`config.mk`:
```
export PLATFORM = sky130hd
export DESIGN_NAME = bp_me_cmd_router_ordered
export DESIGN_NICKNAME = d
export VERILOG_FILES = /design/src/rtl/bp_me_pkg.sv /design/src/rtl/bp_me_order_fifo_async.sv /design/src/rtl/bp_me_cmd_router_ordered.sv
export SDC_FILE = /design/constraint.sdc
export NUM_CORES = 1
export LEC_CHECK = 0
export CORE_AREA = 3 3 314 316
export CTS_BUF_LIST = sky130_fd_sc_hd__clkbuf_16
export CTS_CLUSTER_DIAMETER = 50
export CTS_CLUSTER_SIZE = 10
export DETAILED_ROUTE_END_ITERATION = 8
export DIE_AREA = 0 0 317 319
export SYNTH_ARGS = -nofsm -noshare
export SYNTH_HDL_FRONTEND = slang
export SYNTH_HIERARCHICAL = 1
export SYNTH_SLANG_ARGS = --single-unit
export TNS_END_PERCENT = 10
```
`constraint.sdc`:
```
create_clock -name clk_i -period 4.09 [get_ports clk_i]
set_input_delay 0.818 -clock clk_i [delete_from_list [all_inputs] [get_ports clk_i]]
set_output_delay 0.818 -clock clk_i [all_outputs]
set_load 0.03 [all_outputs]
```
`src/rtl/bp_me_pkg.sv`:
```
// Shared types and helpers for the ordered memory-command router.
// The command message is modelled as a 128-bit bp_cce_mem_msg_s:
//   [127:64] data, [63:40] remaining header fields, [39:0] header.addr.
package bp_me_pkg;

  typedef enum logic [0:0] {
    e_bp_softcore_cfg = 1'b0
  } bp_cfg_e;

  localparam int bp_paddr_width_gp        = 40;
  localparam int bp_cce_mem_msg_width_gp  = 128;
  localparam int bp_msg_addr_lsb_gp       = 0;

  typedef struct packed {
    logic [bp_paddr_width_gp-1:0] base;
    logic [bp_paddr_width_gp-1:0] mask;
  } route_entry_s;

  // Index width for n items, never narrower than one bit.
  function automatic int idx_width(input int n);
    return (n > 1) ? $clog2(n) : 1;
  endfunction

  // Pull header.addr out of a flat command message.
  function automatic logic [bp_paddr_width_gp-1:0] msg_addr(
    input logic [bp_cce_mem_msg_width_gp-1:0] msg);
    return msg[bp_msg_addr_lsb_gp +: bp_paddr_width_gp];
  endfunction

endpackage

```
`src/rtl/bp_me_order_fifo_async.sv`:
```
// Order FIFO recording the target index of each accepted command.
// Caller never enqueues when full or dequeues when empty.
module bp_me_order_fifo_async
  import bp_me_pkg::*;
#(
  parameter int depth_p = 4,
  parameter int width_p = 1,
  localparam int ptr_w_lp = idx_width(depth_p),
  localparam int cnt_w_lp = $clog2(depth_p + 1)
) (
  input  logic                clk_i,
  input  logic                reset_i,
  input  logic                enq_v_i,
  input  logic [width_p-1:0]  enq_data_i,
  input  logic                deq_i,
  output logic [width_p-1:0]  head_o,
  output logic                full_o,
  output logic                empty_o,
  output logic [cnt_w_lp-1:0] count_o
);

  logic [width_p-1:0]  r_mem [depth_p];
  logic [ptr_w_lp-1:0] r_wr_ptr;
  logic [ptr_w_lp-1:0] r_rd_ptr;
  logic [cnt_w_lp-1:0] r_count;

  function automatic logic [ptr_w_lp-1:0] ptr_next(input logic [ptr_w_lp-1:0] p);
    return (p == ptr_w_lp'(depth_p - 1)) ? '0 : p + ptr_w_lp'(1);
  endfunction

  // Pointers and occupancy; enqueue and dequeue together leave the count alone.
  always_ff @(posedge clk_i or posedge reset_i) begin
    if (reset_i) begin
      r_wr_ptr <= '0;
      r_rd_ptr <= '0;
      r_count  <= '0;
    end else begin
      if (enq_v_i) r_wr_ptr <= ptr_next(r_wr_ptr);
      if (deq_i)   r_rd_ptr <= ptr_next(r_rd_ptr);
      if (enq_v_i && !deq_i)      r_count <= r_count + cnt_w_lp'(1);
      else if (!enq_v_i && deq_i) r_count <= r_count - cnt_w_lp'(1);
    end
  end

  // Entry storage is data only and needs no reset.
  always_ff @(posedge clk_i) begin
    if (enq_v_i) r_mem[r_wr_ptr] <= enq_data_i;
  end

  assign head_o  = r_mem[r_rd_ptr];
  assign full_o  = (r_count == cnt_w_lp'(depth_p));
  assign empty_o = (r_count == '0);
  assign count_o = r_count;

endmodule

```
`src/rtl/bp_me_cmd_router_ordered.sv`:
```
// Routes master commands to N targets by address range and returns
// responses strictly in issue order, with a sticky head-response timeout.
module bp_me_cmd_router_ordered
  import bp_me_pkg::*;
#(
  parameter bp_cfg_e bp_params_p   = e_bp_softcore_cfg,
  parameter int num_targets_p      = 2,
  parameter int max_outstanding_p  = 4,
  parameter int default_target_p   = 1,
  parameter int timeout_cycles_p   = 1024,
  localparam int paddr_width_p        = bp_paddr_width_gp,
  localparam int cce_mem_msg_width_lp = bp_cce_mem_msg_width_gp,
  localparam int sel_w_lp             = idx_width(num_targets_p),
  localparam int cnt_w_lp             = $clog2(max_outstanding_p + 1)
) (
  input  logic                                       clk_i,
  input  logic                                       reset_i,
  input  logic [num_targets_p*paddr_width_p-1:0]     route_base_i,
  input  logic [num_targets_p*paddr_width_p-1:0]     route_mask_i,
  input  logic [cce_mem_msg_width_lp-1:0]            mem_cmd_i,
  input  logic                                       mem_cmd_v_i,
  output logic                                       mem_cmd_ready_o,
  output logic [cce_mem_msg_width_lp-1:0]            mem_resp_o,
  output logic                                       mem_resp_v_o,
  input  logic                                       mem_resp_ready_i,
  output logic [cce_mem_msg_width_lp-1:0]            tgt_cmd_o,
  output logic [num_targets_p-1:0]                   tgt_cmd_v_o,
  input  logic [num_targets_p-1:0]                   tgt_cmd_ready_i,
  input  logic [num_targets_p*cce_mem_msg_width_lp-1:0] tgt_resp_i,
  input  logic [num_targets_p-1:0]                   tgt_resp_v_i,
  output logic [num_targets_p-1:0]                   tgt_resp_yumi_o,
  output logic [cnt_w_lp-1:0]                        outstanding_o,
  output logic                                       timeout_o
);

  route_entry_s                    w_route [num_targets_p];
  logic [cce_mem_msg_width_lp-1:0] w_resp  [num_targets_p];
  logic [paddr_width_p-1:0]        w_addr;
  logic [sel_w_lp-1:0]             w_sel;
  logic [sel_w_lp-1:0]             w_head;
  logic                            w_full, w_empty, w_run;
  logic                            w_accept, w_deq;

  assign w_addr = msg_addr(mem_cmd_i);
  assign w_run  = ~reset_i;

  // Address decode: lowest matching index wins, otherwise the default target.
  always_comb begin
    w_sel = sel_w_lp'(default_target_p);
    for (int i = num_targets_p - 1; i >= 0; i--) begin
      w_route[i].base = route_base_i[i*paddr_width_p +: paddr_width_p];
      w_route[i].mask = route_mask_i[i*paddr_width_p +: paddr_width_p];
      w_resp[i]       = tgt_resp_i[i*cce_mem_msg_width_lp +: cce_mem_msg_width_lp];
      if ((w_addr & w_route[i].mask) == (w_route[i].base & w_route[i].mask))
        w_sel = sel_w_lp'(i);
    end
  end

  // Zero-latency command steering and in-order response selection.
  always_comb begin
    tgt_cmd_v_o            = '0;
    tgt_cmd_v_o[w_sel]     = mem_cmd_v_i & ~w_full & w_run;
    mem_cmd_ready_o        = tgt_cmd_ready_i[w_sel] & ~w_full & w_run;
    mem_resp_v_o           = ~w_empty & tgt_resp_v_i[w_head] & w_run;
    tgt_resp_yumi_o        = '0;
    tgt_resp_yumi_o[w_head] = mem_resp_v_o & mem_resp_ready_i;
  end

  assign tgt_cmd_o  = mem_cmd_i;
  assign mem_resp_o = w_resp[w_head];
  assign w_accept   = mem_cmd_v_i & mem_cmd_ready_o;
  assign w_deq      = mem_resp_v_o & mem_resp_ready_i;

  bp_me_order_fifo_async #(
    .depth_p (max_outstanding_p),
    .width_p (sel_w_lp)
  ) u_order_fifo (
    .clk_i      (clk_i),
    .reset_i    (reset_i),
    .enq_v_i    (w_accept),
    .enq_data_i (w_sel),
    .deq_i      (w_deq),
    .head_o     (w_head),
    .full_o     (w_full),
    .empty_o    (w_empty),
    .count_o    (outstanding_o)
  );

  if (timeout_cycles_p > 0) begin : g_timeout
    localparam int to_w_lp = $clog2(timeout_cycles_p + 1);
    logic [to_w_lp-1:0] r_to_cnt;
    logic               r_timeout;

    // Count stalled head cycles; the flag latches when the limit is reached.
    always_ff @(posedge clk_i or posedge reset_i) begin
      if (reset_i) begin
        r_to_cnt  <= '0;
        r_timeout <= 1'b0;
      end else begin
        if (w_empty || w_deq)
          r_to_cnt <= '0;
        else if (r_to_cnt != to_w_lp'(timeout_cycles_p))
          r_to_cnt <= r_to_cnt + to_w_lp'(1);
        if (!w_empty && !w_deq && (r_to_cnt == to_w_lp'(timeout_cycles_p - 1)))
          r_timeout <= 1'b1;
      end
    end
    assign timeout_o = r_timeout;
  end else begin : g_no_timeout
    assign timeout_o = 1'b0;
  end

`ifndef SYNTHESIS
  logic [cnt_w_lp-1:0] r_dbg_cnt [num_targets_p];

  // Shadow per-target outstanding counts for protocol checking.
  always_ff @(posedge clk_i or posedge reset_i) begin
    if (reset_i) begin
      for (int i = 0; i < num_targets_p; i++) r_dbg_cnt[i] <= '0;
    end else begin
      for (int i = 0; i < num_targets_p; i++) begin
        if (w_accept && (int'(w_sel) == i) && !(w_deq && (int'(w_head) == i)))
          r_dbg_cnt[i] <= r_dbg_cnt[i] + cnt_w_lp'(1);
        else if (w_deq && (int'(w_head) == i) && !(w_accept && (int'(w_sel) == i)))
          r_dbg_cnt[i] <= r_dbg_cnt[i] - cnt_w_lp'(1);
      end
    end
  end

  // A target with nothing outstanding must not present a response.
  always @(posedge clk_i) begin
    if (!reset_i) begin
      assert (int'(w_sel) < num_targets_p);
      for (int i = 0; i < num_targets_p; i++)
        assert (!(tgt_resp_v_i[i] && (r_dbg_cnt[i] == '0)));
    end
  end
`endif

endmodule

```
# Word level (Yosys, flattened, before mapping)

Memory sizes are Yosys's and may differ from the RTL's.
Index checks and enable logic that the tools add are counted.

Memory bits (writable): 4
Memories kept: 1
Register bits: 19
Input port bits: 552
Output and inout bits: 266
Logic and storage cells: 71

$add $sub $neg: 5
Reduce and logical (&&, ||, !) cells: 13
Multiplexer cells: 20
Bitwise operators: 16
$lt $le $gt $ge: 5
Eq/ne operators: 6

Memory list:

| name               | depth | width | read ports | clocked after Yosys merged registers in | write ports | RTL line                     | text |
|---|---|---|---|---|---|---|---|
| u_order_fifo.r_mem | 4     | 1     | 1          | 0                                       | 1           | bp_me_order_fifo_async.sv:22 | `logic [width_p-1:0] r_mem [depth_p];` |

Operators with widths:

| cell                                                        | count |
|---|---|
| two-way mux 128 bit                                         | 3 |
| AND 40 bit                                                  | 2 |
| equality test 40 bit                                        | 1 |
| two-way mux 11 bit                                          | 2 |
| adder 11 x 1 -> 11 bit (second input constant)              | 1 |
| equality test 11 x 10 -> 1 bit (second input constant)      | 1 |
| inequality test 11 bit (second input constant)              | 1 |
| two-way mux 1 bit                                           | 9 |
| AND 1 bit                                                   | 8 |
| logical AND 1 bit                                           | 6 |
| two-way mux 3 bit                                           | 2 |
| adder 2 x 1 -> 2 bit (second input constant)                | 2 |
| AND 2 bit                                                   | 2 |
| equality test 2 bit (second input constant)                 | 2 |
| less-than comparator 1 x 2 -> 1 bit (second input constant) | 2 |
| two-way mux 2 bit                                           | 2 |
| nonzero test 2 bit                                          | 2 |
| adder 3 x 1 -> 3 bit (second input constant)                | 1 |
| equality test 3 bit (second input constant)                 | 1 |
| zero test 1 bit                                             | 3 |
| zero test 3 bit                                             | 1 |
| NOT 1 bit                                                   | 3 |
| subtractor 3 x 1 -> 3 bit (second input constant)           | 1 |
| demux 1 bit (select 1 bit)                                  | 2 |
| 4 further kinds                                             | 5 |

# Depth between registers and ports, before layout

Depth in word-level cells: 12
Gate-level depth with buffers: 13
Mapped depth without buffers: 12

# Modules after synthesis

Netlist, hierarchy kept.

Modules (own cells, without submodules):

| module                   | sequential area each (um2) | cells each | area each (um2) | instances |
|---|---|---|---|---|
| bp_me_cmd_router_ordered | 300.3                      | 415        | 3,703.6         | 1 |
| bp_me_order_fifo_async   | 295.3                      | 43         | 558.0           | 1 |

# Least setup slack after synthesis

OpenSTA, ideal clock, no wires.

Path type: reg-to-output
Start point: reg u_order_fifo.r_rd_ptr[0]
End point: out tgt_resp_yumi_o[0]
Data required time: 3.272 ns
Buffers on the path: 1
Arrival: 2.510 ns
Path slack: 0.762 ns
Stages on the path, launching flop included: 7
Cells stage by stage: dfrtp_1 -> mux4_2 -> buf_2 -> mux2i_1 -> nor3_1 -> nand2_1 -> nor2_1

Cells in the longest elaborated chain, start to end: 7
Elaborated cells between the ends (all ways): 12
Those cells by class: order compare (2); mux (4); bitwise (4); reduce/logical (1); memory (1)

Ends and longest elaborated chain:

| item                                                  | RTL line                       | text |
|---|---|---|
| from (decl)                                           | bp_me_order_fifo_async.sv:24   | `logic [ptr_w_lp-1:0] r_rd_ptr;` |
| from (signal assigned)                                | bp_me_order_fifo_async.sv:39   | `if (deq_i) r_rd_ptr <= ptr_next(r_rd_ptr);` |
| memory read (4 x 1 bit)                               | --                             |  |
| named net w_head                                      | bp_me_cmd_router_ordered.sv:40 | `logic [sel_w_lp-1:0] w_head;` |
| two-way mux 1 bit (implied by the code) (2 in series) | bp_me_cmd_router_ordered.sv:64 | `mem_resp_v_o = ~w_empty & tgt_resp_v_i[w_head] & w_run;` |
| AND 1 bit (2 in series)                               | bp_me_cmd_router_ordered.sv:64 |  |
| named net mem_resp_v_o                                | bp_me_cmd_router_ordered.sv:24 | `output logic mem_resp_v_o,` |
| AND 1 bit                                             | bp_me_cmd_router_ordered.sv:66 | `tgt_resp_yumi_o[w_head] = mem_resp_v_o & mem_resp_ready_i;` |
| AND 2 bit (no source line)                            | --                             |  |
| to (decl)                                             | bp_me_cmd_router_ordered.sv:31 | `output logic [num_targets_p-1:0] tgt_resp_yumi_o,` |

The timed path passes the listed nets, and every way through them passes these cells. The select of a mux whose other input is x is not followed.

# Worst setup path after layout

Start point: in route_base_i[39]
End point: out mem_cmd_ready_o

Cells in the longest elaborated chain, start to end: 6

Ends and longest elaborated chain:

| item                                                  | RTL line                       | text |
|---|---|---|
| from (decl)                                           | bp_me_cmd_router_ordered.sv:18 | `input logic [num_targets_p*paddr_width_p-1:0] route_base_i,` |
| AND 40 bit                                            | bp_me_cmd_router_ordered.sv:54 | `if ((w_addr & w_route[i].mask) == (w_route[i].base & w_route[i].mask))` |
| equality test 40 bit                                  | bp_me_cmd_router_ordered.sv:54 |  |
| two-way mux 1 bit (implied by the code) (2 in series) | bp_me_cmd_router_ordered.sv:63 | `mem_cmd_ready_o = tgt_cmd_ready_i[w_sel] & ~w_full & w_run;` |
| AND 1 bit (2 in series)                               | bp_me_cmd_router_ordered.sv:63 |  |
| to (decl)                                             | bp_me_cmd_router_ordered.sv:22 | `output logic mem_cmd_ready_o,` |

No other way between the ends. The select of a mux whose other input is x is not followed.

==> impl_metrics.yaml <==
timing:
  min_period_ns: 3.95
  whs_ns: 0.480
  slew_headroom_pct: 63.3
  finalSetupViolCount: 0
  report.final.slew_viol_count: 0
  period_share_pct: 96.5
  worst_slew_pin_slew_ns: 0.550
  clock_skew_ns: 0.00242
  hold_violations: 0
  rsz0062_at_grt: "false"
  max_freq_mhz: 253
synthesis:
  synth_top_area_share_pct: 34.9
  ys_ff_latch: 23
  synthesis.area_mm2: 0.00426
  yosys.area.top_type: "mux2_2"
  ys_warn_count: 6
  netlist_instances: 458
  yosysSeqAreaShare_pct: 14.0
  netlist-cell-type-count: 32
  syn_avg_cell_area_um2: 9.30
  syn_nets: 1019
  synth.area.top_cells: "mux2_2 (35%), buf_4 (23%), dfrtp_1 (11%)"
hold_path:
  min_path_type: "flop to flop"
  min_path_cells: 2
finish:
  area_growth_pct: 151
  final_util_pct: 11.1
  fin_area_mm2: 0.0107
  num-nets-final: 1454
  drive_gt1_share_pct: 18.0
routing:
  vias_per_cell: 2.38
  wl_mm: 40.5
  drt_iter0_drc: 92
  vias: 5178
  drtPass1Iterations: 4
  drc: 0
  wl_per_cell_um: 18.6
  antenna_left: 0
setup_path:
  path_depth: 11
  cp_slowest_cell: "clkdlybuf4s50_1"
  r2r_setup_slack_ns: 0.95
  cp_cell_sequence: "clkdlybuf4s50_1 -> xor2_1 -> a22oi_2 -> buf_4 -> nand4_1 -> nor4_4 -> buf_6 -> nand2_2 -> buf_4 -> mux2i_1 -> buf_4"
  arrival_ns: 3.13
  r2r_start: "u_order_fifo/r_rd_ptr[0]$_DFFE_PP0P_"
  max_stage_delay_ns: 0.41
  crit_family: "buffers and inverters"
  critPathLaunchType: "primary input"
  crit_end: "mem_cmd_ready_o"
  critPathLaunch: "route_base_i[39]"
  end_kind: "primary output"
  ff2ff_path_depth: 10
  path_buf_inv: 5
  r2r_end: "u_order_fifo/count_o[1]$_DFFE_PP0P_"
  critPathMaxFanout: 6
  path_class: "primary input to primary output"
  cp_common_cell: "buf_4"
  required_ns: 3.27
place:
  placed_cell_area_mm2: 0.0105
  dpl.hpwl_mm: 38.0
  port_buffers: 561
  place.gp.congestion: 0.723
global_route:
  grt_pass1_wl_mm: 48.5
  met1_usage_pct: 7.52
  met2_usage_pct: 13.4
  grt_usage_pct: 7.31
  grt_max_degree: 79
  use_met3_pct: 3.82
  grt-ovfl-total: 0
  grt_pass1_vias: 5284
  grt-busiest-layer: "met2"
  antenna_found_initial: 50
flow_run:
  maxCapViolCount: 0
status:
  status: "finished clean"
power:
  p_leak_nw: 3.71
  switching_share_pct: 46.8
  p_seq_share_pct: 10.0
  comb_power_share_pct: 84.1
  internal_power_mw: 1.90
  switchingPower_mw: 1.67
  design_power_total_mw: 3.57
  pwr_density_cell_mw_per_mm2: 335
  clockPowerShare_pct: 5.9
  ir_drop_mv: 0.323
clock_tree:
  tritoncts: "yes"
  insertion_delay_ns: 0.25
  holdBufCountCts: 0
  cts_buffers: 3
  clkSinkCount: 23
  cts-root-buf: "clkbuf_16"
  post_cts_buffers: 0
  cts_max_level: 1
  cts.clk_slew.worst_paths_ns: 0.06
  clk_path_buf_depth: 2
floorplanning:
  start_util_pct: 4.43
  io_pins: 818
  num_rows: 114
  die_area_mm2: 0.101
  coreArea_mm2: 0.0963
  die_h_um: 319
  die_w_um: 317
stage by stage:
step           std cells  setup slack (ns)  TNS [ns]
2_1_floorplan        458             0.762         0
3_3_place_gp        2164            -0.196    -0.592
3_5_place_dp        2164            -0.202    -0.663
4_1_cts             2168           0.00328         0
5_1_grt             2170            0.0156         0
6_report            2174             0.142         0
worst reg2reg max path, cell delays in order (launching register included):
cell     delay [ns]
dfrtp_1        0.41
mux4_4         0.88
mux2i_1        0.19
nor3_1         0.26
nand2_1        0.16
inv_1          0.14
inv_1          0.06
ha_1           0.19
inv_1          0.07
fa_1           0.40
mux2_2         0.27
logic make-up (layout without fill, tap and decap cells):
| kind of cell | Yosys count | in the layout | share of synthesized area (%) |
|---|---|---|---|
| buf+inv | 154 | 588 | 25.2 |
| mux | 136 | 136 | 36.1 |
| simple gates | 59 | 59 | 7.05 |
| xor+xnor | 52 | 52 | 10.7 |
| compound gates | 25 | 25 | 4.17 |
| flops | 23 | 23 | 14.0 |
| fa+ha+maj | 9 | 9 | 2.82 |
| other cells | 0 | 6 | 0 |
registers in the layout, summed over array words and instances (netlist names):
| signal | count |
|---|---|
| g_timeout.r_to_cnt | 11 |
| timeout_o | 1 |
| u_order_fifo/count_o | 3 |
| u_order_fifo/r_mem | 4 |
| u_order_fifo/r_rd_ptr | 2 |
| u_order_fifo/r_wr_ptr | 2 |
worst min path at each step:
stage | start | endpoint | slack (ns)
floorplan | g_timeout.r_to_cnt[10]$_DFFE_PP0P_ | timeout_o$_DFFE_PP0P_ | 0.46
global placement | timeout_o$_DFFE_PP0P_ | timeout_o$_DFFE_PP0P_ | 0.45
detailed placement | timeout_o$_DFFE_PP0P_ | timeout_o$_DFFE_PP0P_ | 0.46
CTS | timeout_o$_DFFE_PP0P_ | timeout_o$_DFFE_PP0P_ | 0.49
global route | timeout_o$_DFFE_PP0P_ | timeout_o$_DFFE_PP0P_ | 0.52
finish | timeout_o$_DFFE_PP0P_ | timeout_o$_DFFE_PP0P_ | 0.48
routing by layer:
metal	vias to the layer above	wire, um
li1	2333	-
met1	2219	14000
met2	528	19500
met3	90	5800
met4	8	1180
met5	-	50
final cells by class:
| cell class | instances | area [um^2] |
|---|---|---|
| fillers | 11100 | 85600 |
| repair buffers | 574 | 5730 |
| multi-input cells | 281 | 2620 |
| well taps | 1276 | 1600 |
| flip-flops and latches | 23 | 596 |
| clock buffers | 3 | 75.1 |
| inverters | 10 | 37.5 |
| diodes | 6 | 15.0 |
| clock inverters | 1 | 5.00 |
Yosys cell counts:
| master | n |
|---|---|
| fa_1 | 1 |
| clkbuf_1 | 4 |
| a21oi_1 | 2 |
| inv_1 | 10 |
| o31ai_1 | 1 |
| nand4b_1 | 1 |
| a22oi_1 | 20 |
| dfrtp_1 | 19 |
| nand3_1 | 6 |
| nand4_1 | 4 |
| and4_1 | 1 |
| mux2_2 | 132 |
| buf_2 | 12 |
| xor2_1 | 46 |
| mux2i_1 | 3 |
| nor4b_1 | 1 |
| nor2_1 | 20 |
| nand2b_1 | 1 |
| nor4_1 | 1 |
| mux4_2 | 1 |
| nand2_1 | 10 |
| o21ai_0 | 2 |
| nor3_1 | 2 |
| xnor2_1 | 6 |
| nor3b_1 | 2 |
| ha_1 | 8 |
| nand2_2 | 1 |
| and3_1 | 4 |
| edfxtp_1 | 4 |
| nor4_2 | 1 |
| buf_4 | 128 |
| and2_1 | 4 |
what timing repair did:
action / CTS / global route
resized for setup: 4 / 9
pin swaps: 1 / 6
endpoints found under the setup margin: 3 / 3
power by group through the flow:
stage,logic (mW),registers [mW],clock network (mW)
6_report,3.00,0.357,0.211
5_1_grt,3.18,0.368,0.228
4_1_cts,3.05,0.359,0.218
3_5_place_dp,3.04,0.362,0
3_3_place_gp,3.03,0.360,0
2_1_floorplan,1.85,0.376,0
cell usage in the layout (no fill, tap or decap):
cell             count
a21oi_1              2
a22oi_1             16
a22oi_2              4
and2_1               4
and3_1               4
and4_1               1
buf_12               1
buf_4               15
buf_6                2
clkbuf_16            3
clkdlybuf4s50_1    550
clkinv_2             1
dfrtp_1             19
diode_2              6
dlygate4sd2_1        1
dlymetal6s2s_1       5
edfxtp_1             4
fa_1                 1
ha_1                 8
inv_1               10
mux2_2             132
mux2i_1              3
mux4_4               1
nand2_1             10
nand2_2              1
nand2b_1             1
nand3_1              6
nand4_1              4
nand4b_1             1
nor2_1              20
nor3_1               2
nor3b_1              2
nor4_1               1
nor4_4               1
nor4b_1              1
o21ai_0              2
o31ai_1              1
xnor2_1              6
xor2_1              46
(Power assumes the default switching activity.)
